### config.mk
export PLATFORM = sky130hd
export DESIGN_NAME = prio_grant_dec3_8_flat
export DESIGN_NICKNAME = d
export VERILOG_FILES = /design/src/rtl/prio_grant_dec3_8_pkg.sv /design/src/rtl/prio_grant_dec3_8_if.sv /design/src/rtl/prio_grant_dec3_8_bin_dec.sv /design/src/rtl/prio_grant_dec3_8.sv /design/src/flat_wrapper.sv
export SDC_FILE = /design/constraint.sdc
export NUM_CORES = 1
export LEC_CHECK = 0
export ABC_CLOCK_PERIOD_IN_PS = 1730
export CELL_PAD_IN_SITES_DETAIL_PLACEMENT = 2
export CELL_PAD_IN_SITES_GLOBAL_PLACEMENT = 2
export CORE_UTILIZATION = 22
export DETAILED_ROUTE_END_ITERATION = 16
export PLACE_DENSITY_LB_ADDON = 0.1
export SLEW_MARGIN = 5
export SYNTH_ARGS = -nofsm -noshare
export SYNTH_HDL_FRONTEND = slang
export SYNTH_HIERARCHICAL = 1
export SYNTH_SLANG_ARGS = --single-unit
### constraint.sdc
create_clock -name clk -period 1.73 [get_ports clk]
set_clock_uncertainty 0.05 [all_clocks]
set_input_delay 0.519 -clock clk [delete_from_list [all_inputs] [get_ports clk]]
set_output_delay 0.519 -clock clk [all_outputs]
set_load 0.01 [all_outputs]
### src/rtl/prio_grant_dec3_8_pkg.sv
// Shared constants and state encoding for the priority-grant return path.
// Used by every file of prio_grant_dec3_8 (optional feature macro: DEC_TIMEOUT_EN).
package dec_pkg;

    localparam int CODE_W      = 3;
    localparam int N_OUT       = 1 << CODE_W;
    localparam int GAP_CYC_DEF = 1;

    typedef enum logic [1:0] {
        ST_IDLE  = 2'd0,
        ST_GRANT = 2'd1,
        ST_GAP   = 2'd2
    } dec_state_e;

endpackage

### src/rtl/prio_grant_dec3_8_if.sv
// Bus between the 8:3 encoder/requesters (master) and the grant decoder (slave).
// Part of prio_grant_dec3_8 (optional feature macro: DEC_TIMEOUT_EN).
interface prio_grant_dec3_8_if;
    import dec_pkg::*;

    logic [CODE_W-1:0] code;
    logic              idle;
    logic              done;
    logic [N_OUT-1:0]  grant;
    logic [CODE_W-1:0] grant_code;
    logic              busy;
    logic              timeout;

    modport master (
        output code, idle, done,
        input  grant, grant_code, busy, timeout
    );

    modport slave (
        input  code, idle, done,
        output grant, grant_code, busy, timeout
    );

endinterface

### src/rtl/prio_grant_dec3_8_bin_dec.sv
// Combinational CODE_W -> N_OUT one-hot decoder, the counterpart of bin_enc.
// Part of prio_grant_dec3_8 (optional feature macro: DEC_TIMEOUT_EN).
module bin_dec
    import dec_pkg::*;
(
    input  logic [CODE_W-1:0] code,
    output logic [N_OUT-1:0]  onehot
);

    // shift a single set bit into position
    always_comb begin
        onehot = N_OUT'(1) << code;
    end

endmodule

### src/rtl/prio_grant_dec3_8.sv
// Registered one-hot grant driver: IDLE -> GRANT -> GAP, released by done.
// Define DEC_TIMEOUT_EN to add the hold counter and forced release after HOLD_MAX cycles.
module prio_grant_dec3_8
    import dec_pkg::*;
#(
    parameter int GAP_CYC = GAP_CYC_DEF
`ifdef DEC_TIMEOUT_EN
    , parameter int HOLD_MAX = 15
`endif
)
(
    input  logic               clk,
    input  logic               rst_n,
    prio_grant_dec3_8_if.slave bus
);

    localparam int GAP_W = (GAP_CYC < 2) ? 1 : $clog2(GAP_CYC + 1);
    localparam logic [GAP_W-1:0] GAP_LOAD = GAP_W'(GAP_CYC - 1);

`ifdef DEC_TIMEOUT_EN
    localparam int HOLD_W = $clog2(HOLD_MAX + 1);
    localparam logic [HOLD_W-1:0] HOLD_LAST = HOLD_W'(HOLD_MAX - 1);
    localparam logic [HOLD_W-1:0] HOLD_TOP  = HOLD_W'(HOLD_MAX);

    logic [HOLD_W-1:0] hold_cnt_r;
    logic [HOLD_W-1:0] hold_nxt_s;
    logic              timeout_r;
    logic              timeout_nxt_s;
`endif

    dec_state_e        state_r;
    dec_state_e        state_nxt_s;
    logic [GAP_W-1:0]  gap_cnt_r;
    logic [GAP_W-1:0]  gap_nxt_s;
    logic [CODE_W-1:0] grant_code_r;
    logic [CODE_W-1:0] code_nxt_s;
    logic [N_OUT-1:0]  grant_r;
    logic [N_OUT-1:0]  grant_nxt_s;
    logic [N_OUT-1:0]  dec_s;
    logic              busy_r;
    logic              busy_nxt_s;

    bin_dec u_bin_dec (
        .code   (code_nxt_s),
        .onehot (dec_s)
    );

    // next-state, counter and output-register inputs
    always_comb begin
        state_nxt_s = state_r;
        code_nxt_s  = grant_code_r;
        gap_nxt_s   = gap_cnt_r;
`ifdef DEC_TIMEOUT_EN
        hold_nxt_s    = {HOLD_W{1'b0}};
        timeout_nxt_s = 1'b0;
`endif
        case (state_r)
            ST_IDLE: begin
                if (!bus.idle) begin
                    state_nxt_s = ST_GRANT;
                    code_nxt_s  = bus.code;
                end else begin
                    state_nxt_s = ST_IDLE;
                end
            end
            ST_GRANT: begin
                // done takes precedence over a simultaneous timeout hit
                if (bus.done) begin
                    state_nxt_s = ST_GAP;
                    gap_nxt_s   = GAP_LOAD;
`ifdef DEC_TIMEOUT_EN
                end else if (hold_cnt_r == HOLD_LAST) begin
                    state_nxt_s   = ST_GAP;
                    gap_nxt_s     = GAP_LOAD;
                    timeout_nxt_s = 1'b1;
                end else if (hold_cnt_r == HOLD_TOP) begin
                    hold_nxt_s = hold_cnt_r;
                end else begin
                    hold_nxt_s = hold_cnt_r + HOLD_W'(1);
                end
`else
                end else begin
                    state_nxt_s = ST_GRANT;
                end
`endif
            end
            ST_GAP: begin
                if (gap_cnt_r == {GAP_W{1'b0}}) begin
                    state_nxt_s = ST_IDLE;
                end else begin
                    gap_nxt_s = gap_cnt_r - GAP_W'(1);
                end
            end
            default: begin
                state_nxt_s = ST_IDLE;
            end
        endcase

        if (state_nxt_s == ST_GRANT) begin
            grant_nxt_s = dec_s;
        end else begin
            grant_nxt_s = {N_OUT{1'b0}};
        end
        busy_nxt_s = (state_nxt_s != ST_IDLE);
    end

    // state, counters and registered outputs with synchronous reset
    always_ff @(posedge clk) begin
        if (!rst_n) begin
            state_r      <= ST_IDLE;
            gap_cnt_r    <= {GAP_W{1'b0}};
            grant_code_r <= {CODE_W{1'b0}};
            grant_r      <= {N_OUT{1'b0}};
            busy_r       <= 1'b0;
`ifdef DEC_TIMEOUT_EN
            hold_cnt_r   <= {HOLD_W{1'b0}};
            timeout_r    <= 1'b0;
`endif
        end else begin
            state_r      <= state_nxt_s;
            gap_cnt_r    <= gap_nxt_s;
            grant_code_r <= code_nxt_s;
            grant_r      <= grant_nxt_s;
            busy_r       <= busy_nxt_s;
`ifdef DEC_TIMEOUT_EN
            hold_cnt_r   <= hold_nxt_s;
            timeout_r    <= timeout_nxt_s;
`endif
        end
    end

    assign bus.grant      = grant_r;
    assign bus.grant_code = grant_code_r;
    assign bus.busy       = busy_r;
`ifdef DEC_TIMEOUT_EN
    assign bus.timeout    = timeout_r;
`else
    assign bus.timeout    = 1'b0;
`endif

endmodule
### src/flat_wrapper.sv
// flat-port wrapper written by rule: the top's interface ports become plain ports
module prio_grant_dec3_8_flat import dec_pkg::*;
#(
    parameter int GAP_CYC = GAP_CYC_DEF

)
  (clk, rst_n, bus_code, bus_idle, bus_done, bus_grant, bus_grant_code, bus_busy, bus_timeout);
  prio_grant_dec3_8_if bus_i ();
  input  logic clk;
  input  logic rst_n;
  input wire logic [$bits(bus_i.code)-1:0] bus_code;
  input wire logic [$bits(bus_i.idle)-1:0] bus_idle;
  input wire logic [$bits(bus_i.done)-1:0] bus_done;
  output wire logic [$bits(bus_i.grant)-1:0] bus_grant;
  output wire logic [$bits(bus_i.grant_code)-1:0] bus_grant_code;
  output wire logic [$bits(bus_i.busy)-1:0] bus_busy;
  output wire logic [$bits(bus_i.timeout)-1:0] bus_timeout;
  assign bus_i.code = bus_code;
  assign bus_i.idle = bus_idle;
  assign bus_i.done = bus_done;
  assign bus_grant = bus_i.grant;
  assign bus_grant_code = bus_i.grant_code;
  assign bus_busy = bus_i.busy;
  assign bus_timeout = bus_i.timeout;
  prio_grant_dec3_8 #(.GAP_CYC(GAP_CYC)) u_core (.clk(clk), .rst_n(rst_n), .bus(bus_i));
endmodule
After elaboration in Yosys (flattened, before gate mapping)
Cells that the tools add are included.

Flip-flop bits (word level): 15. Input bits: 7. Word-level logic and storage cells: 25.

Add/subtract/negate cells: 1. Equality and inequality tests: 4. Shifts and indexed selects: 1. Mux-type cells: 9. Reductions and logical operators: 5.

Operator list (count): 1-bit by 3-bit << shifter with 8-bit output (first input constant) (1); 3-bit 2-to-1 mux (2); 2-bit one-hot mux with 3 select lines (1); 2-bit by 1-bit equality test with 1-bit output (second input constant) (2); 2-bit 2-to-1 mux (2); 2-bit AND reduction (2); 2-bit nonzero test (2); 1-bit 2-to-1 mux (3); 2-bit equality test (second input constant) (1); 2-bit zero test (1); 2-bit inequality test (second input constant) (1); 1-bit one-hot mux with 2 select lines (1); 1-bit subtractor (second input constant) (1).

Depth between registers and ports, before layout
Depth after elaboration: 4. Mapped depth: 5. Mapped depth without buffers: 5.

Modules after synthesis
Netlist, hierarchy kept.

Modules (own cells, without submodules): prio_grant_dec3_8 (times used 1, cells an instance 53, area an instance 506.7 µm², seq. area each 280.3 µm²); bin_dec (times used 1, cells an instance 8, area an instance 65.1 µm², seq. area each 0.0 µm²).

Worst setup path after synthesis
OpenSTA, ideal clock, no wires.

Kind: input port to flip-flop. Start: input bus_idle. End: register u_core.grant_r[6], in the netlist u_core/bus.grant[6]. Arrival: 1577 ps. Data required time: 1602 ps. Slack: 25 ps. Cell stages on the path: 5. Path through: nor3_4 mux2_2 and3b_2 inv_1 nor3_1.

Elaborated cells on any way between the ends: 7. Classes of those cells: eq/ne (1); shift (1); mux (4); reduce/logical (1).

RTL lines: start, declared (RTL line flat_wrapper.sv:12) `input wire logic [$bits(bus_i.idle)-1:0] bus_idle;`; 3-bit 2-to-1 mux (RTL line prio_grant_dec3_8.sv:59) `if (!bus.idle) begin`; 3-bit 2-to-1 mux (RTL line prio_grant_dec3_8.sv:57) `case (state_r)`; via u_core.code_nxt_s[0] (RTL line prio_grant_dec3_8.sv:36) `logic [CODE_W-1:0] code_nxt_s;`; 1-bit by 3-bit << shifter with 8-bit output (RTL line prio_grant_dec3_8_bin_dec.sv:12) `onehot = N_OUT'(1) << code;`; via u_core.dec_s[6] (RTL line prio_grant_dec3_8.sv:39) `logic [N_OUT-1:0] dec_s;`; end signal, assigned (RTL line prio_grant_dec3_8.sv:113) `grant_r <= {N_OUT{1'b0}};`; end signal, assigned (RTL line prio_grant_dec3_8.sv:123) `grant_r <= grant_nxt_s;`; end, declared (RTL line prio_grant_dec3_8.sv:37) `logic [N_OUT-1:0] grant_r;`.

The timed path passes the listed nets, and every way through them passes these cells. A chain may end at the register's enable or synchronous reset.

Final worst setup path
Start: register u_core.grant_r[6], in the netlist u_core/bus.grant[6]. End: output bus_grant[6].

RTL lines: end, declared (RTL line flat_wrapper.sv:14) `output wire logic [$bits(bus_i.grant)-1:0] bus_grant;`.

No word-level cell between the ends.

==> flow_summary.ini <==
[logic_synthesis]
synthXorXnorAreaFrac_pct = 0
synth_commonest_cells = dfxtp_1, inv_1, nor3_1
synth_top_area_cell = dfxtp_1
synth.area.top_cells = dfxtp_1, nor3_1, mux2_2
synth_top_area_share_pct = 49.02
synth_top_family_by_area = simple AND/OR/NAND/NOR gates
async_flop_share_pct = 0
yosysSeqAreaShare_pct = 49.02
synthAdderAreaFrac_pct = 0
ys_warn_count = 6
syn_nets = 68
synth_compound_area_share_pct = 0.8753
synth_cell_types = 16
synth_edf_count = 0
synthMostInstantiatedCell = dfxtp_1
synth_area_um2 = 571.8
synthCells = 61
synthMuxAreaShare_pct = 13.13
ys_dominant_reg_cell = dfxtp_1
synth-seq-cells = 14
synth-simple-area-share_pct = 28.23
synth_area_per_cell_um2 = 9.374

[routing]
route.detailed.drc = 0
ant_nets = 0
drt_pre_antenna_iters = 4
num_vias = 521
via_per_inst = 4.306
wire_per_inst_um = 12.39
dr.first_iter.drc_count = 4
wirelength_um = 1499

[grt]
antenna_found_initial = 0
grt_pass1_wl_um = 2622
grt_use_total_pct = 13.55
grt_pass1_vias = 553
grt_max_degree = 12
grt.overflow.total = 0

[timing]
rsz0062_at_grt = no
fmax_ghz = 0.5973
setup-tns-final_ps = 0
slew_violations = 0
min_period_over_period_pct = 96.77
setup_viol = 0
finalCriticalPeriod_ps = 1674
hold_violations = 0
hold_slack_ps = 442.7

[layout]
nFillCells = 273
fin_util_pct = 38.79
layout.nets = 99
layout-drive-gt1-share_pct = 35.16
area_growth_pct = 68.05
antennaDiodeCount = 0

[cts]
root_buffer = clkbuf_4
clk_latency_ps = 270
htree_levels = 1
cts_hold_buf = 0
clockBufferDepth = 2
clock-sinks = 14
clk_pin_slew_worst_paths_ps = 90
cts_made_buffers = 3
cts_tree = done

[setup_path]
crit_family = buffers and inverters
cp-end-kind = primary output
worstPathCellList = clkdlybuf4s50_1
cp_data_required_time_ps = 1160
critical_path_class = reg2out
cp_slowest_cell = clkdlybuf4s50_1
rr_endpoint = u_core/bus.grant[6]
ff2ff_path_depth = 6
crit_path_max_incr_delay_ps = 520
crit_path_start_kind = flop
critical_path_buf_inv_count = 1
crit_fanout = 1
r2r-start = u_core/state_r[1]
rrSetupSlack_ps = 110
worst_ep_arrival_time_ps = 1110

[placed_design]
portBuffers = 18
place_hpwl_um = 1000
gp_congestion = 0.6365

[pwr]
powerDensity_mw_per_mm2 = 776.4
p_leak_nw = 0.5118
ir_drop_v = 0.0003139

[die]
ios = 20
coreArea_mm2 = 0.002477
die_w_um = 52.98
rows = 18
die_area_mm2 = 0.002807
fp.dieH_um = 52.98
start_util_pct = 23.08

[hold_path]
min_path_cells = 2
hold_class = reg2reg
holdPathEnd = u_core/bus.grant_code[1]
hp-start = u_core/bus.grant_code[1]

[outcome]
status = finished clean

[run]
drv_cap = 0
## sequential cells by signal, summed over array words and instances, names as in the netlist
| signal | count |
|---|---|
| u_core/bus.busy | 1 |
| u_core/state_r | 2 |
| u_core/bus.grant_code | 3 |
| u_core/bus.grant | 8 |
## worst min-delay path, cell delays in order, from the launching register on
cell and delay (ps):
dfxtp_1 340, nand2_1 60, mux2i_1 50
## cell type report
type,count,area (um^2),area share (%)
multi-input combinational,36,299.0,31.12
sequential,14,280.3,29.17
timing repair buffer,28,274.0,28.52
tap,30,37.54,3.906
clock buffer,4,36.28,3.776
inverter,9,33.78,3.516
## cells in the final DEF, fill, tap and decap left out
cell type        Yosys  layout
inv_1                9       9
and3_2               1       1
clkdlybuf4s15_2      0       1
clkdlybuf4s50_1      0       7
nand2b_1             1       1
dfxtp_1             14      14
nor3_4               1       2
nor3_1               9       4
nor3b_2              0       3
clkbuf_4             0       3
mux2_4               0       2
nor3_2               0       4
nand2_1              7       7
buf_4                1       9
mux2_2               4       2
clkbuf_8             0       1
nor2_1               2       2
dlygate4sd2_1        0       3
dlymetal6s2s_1       0       7
conb_1               1       1
mux2i_1              3       3
and3b_2              3       3
buf_6                0       1
a21oi_1              1       1
## how the worst max path moves through the flow
stage / endpoint / start / slack, ps / cells after the start
after floorplan: u_core/bus.grant[6] / bus_idle / 30 / 5
after global placement: u_core/bus.grant[3] / bus_idle / -520 / 6
after detailed placement: u_core/bus.grant[3] / bus_idle / -540 / 6
after CTS: bus_grant[1] / u_core/bus.grant[1] / 10 / 1
after global routing: bus_grant[6] / u_core/bus.grant[6] / 1 / 1
final: bus_grant[6] / u_core/bus.grant[6] / 60 / 1
## through the flow
step           total power [mW]  setup slack (ps)  instance area (um^2)  cells
5_1_grt                  0.7997             1.134                 960.9    121
6_report                 0.7461             55.93                 960.9    121
3_3_place_gp             0.4869            -520.8                 822.0    113
3_5_place_dp             0.4893            -544.2                 822.0    113
2_1_floorplan            0.4213             25.28                 571.8     61
4_1_cts                  0.7531             11.89                 922.1    121
## report_power, final
part	switching, mW	internal, mW
Clock	0.108	0.128
Combinational	0.0779	0.0884
Sequential	0.00798	0.336
## repair_timing
| action | 4_1_cts | 5_1_grt |
|---|---|---|
| resized for setup | 14 | 11 |
| setup buffers | 4 | 0 |
| pin swaps | 1 | 1 |
| setup endpoints to repair | 11 | 13 |
## layer usage
layer | part of all wire, % | GRT usage (%) | vias to the layer above
li1 | - | - | 256
met1 | 47 | 16.64 | 254
met2 | 47 | 21.10 | 9
met3 | 4.3 | 4.310 | 2
met4 | 0.87 | 6.579 | 0
met5 | 0 | 0 | -
## cells by family (layout without fill, tap and decap cells)
group                  count (synthesis)  count (layout)
AO/OA/AOI/OAI                          1               1
buffers and inverters                 11              41
flip-flops                            14              14
multiplexers                           7               7
other                                  1               1
AND/OR/NAND/NOR                       27              27
No activity file was read; power rests on OpenSTA's default activity.
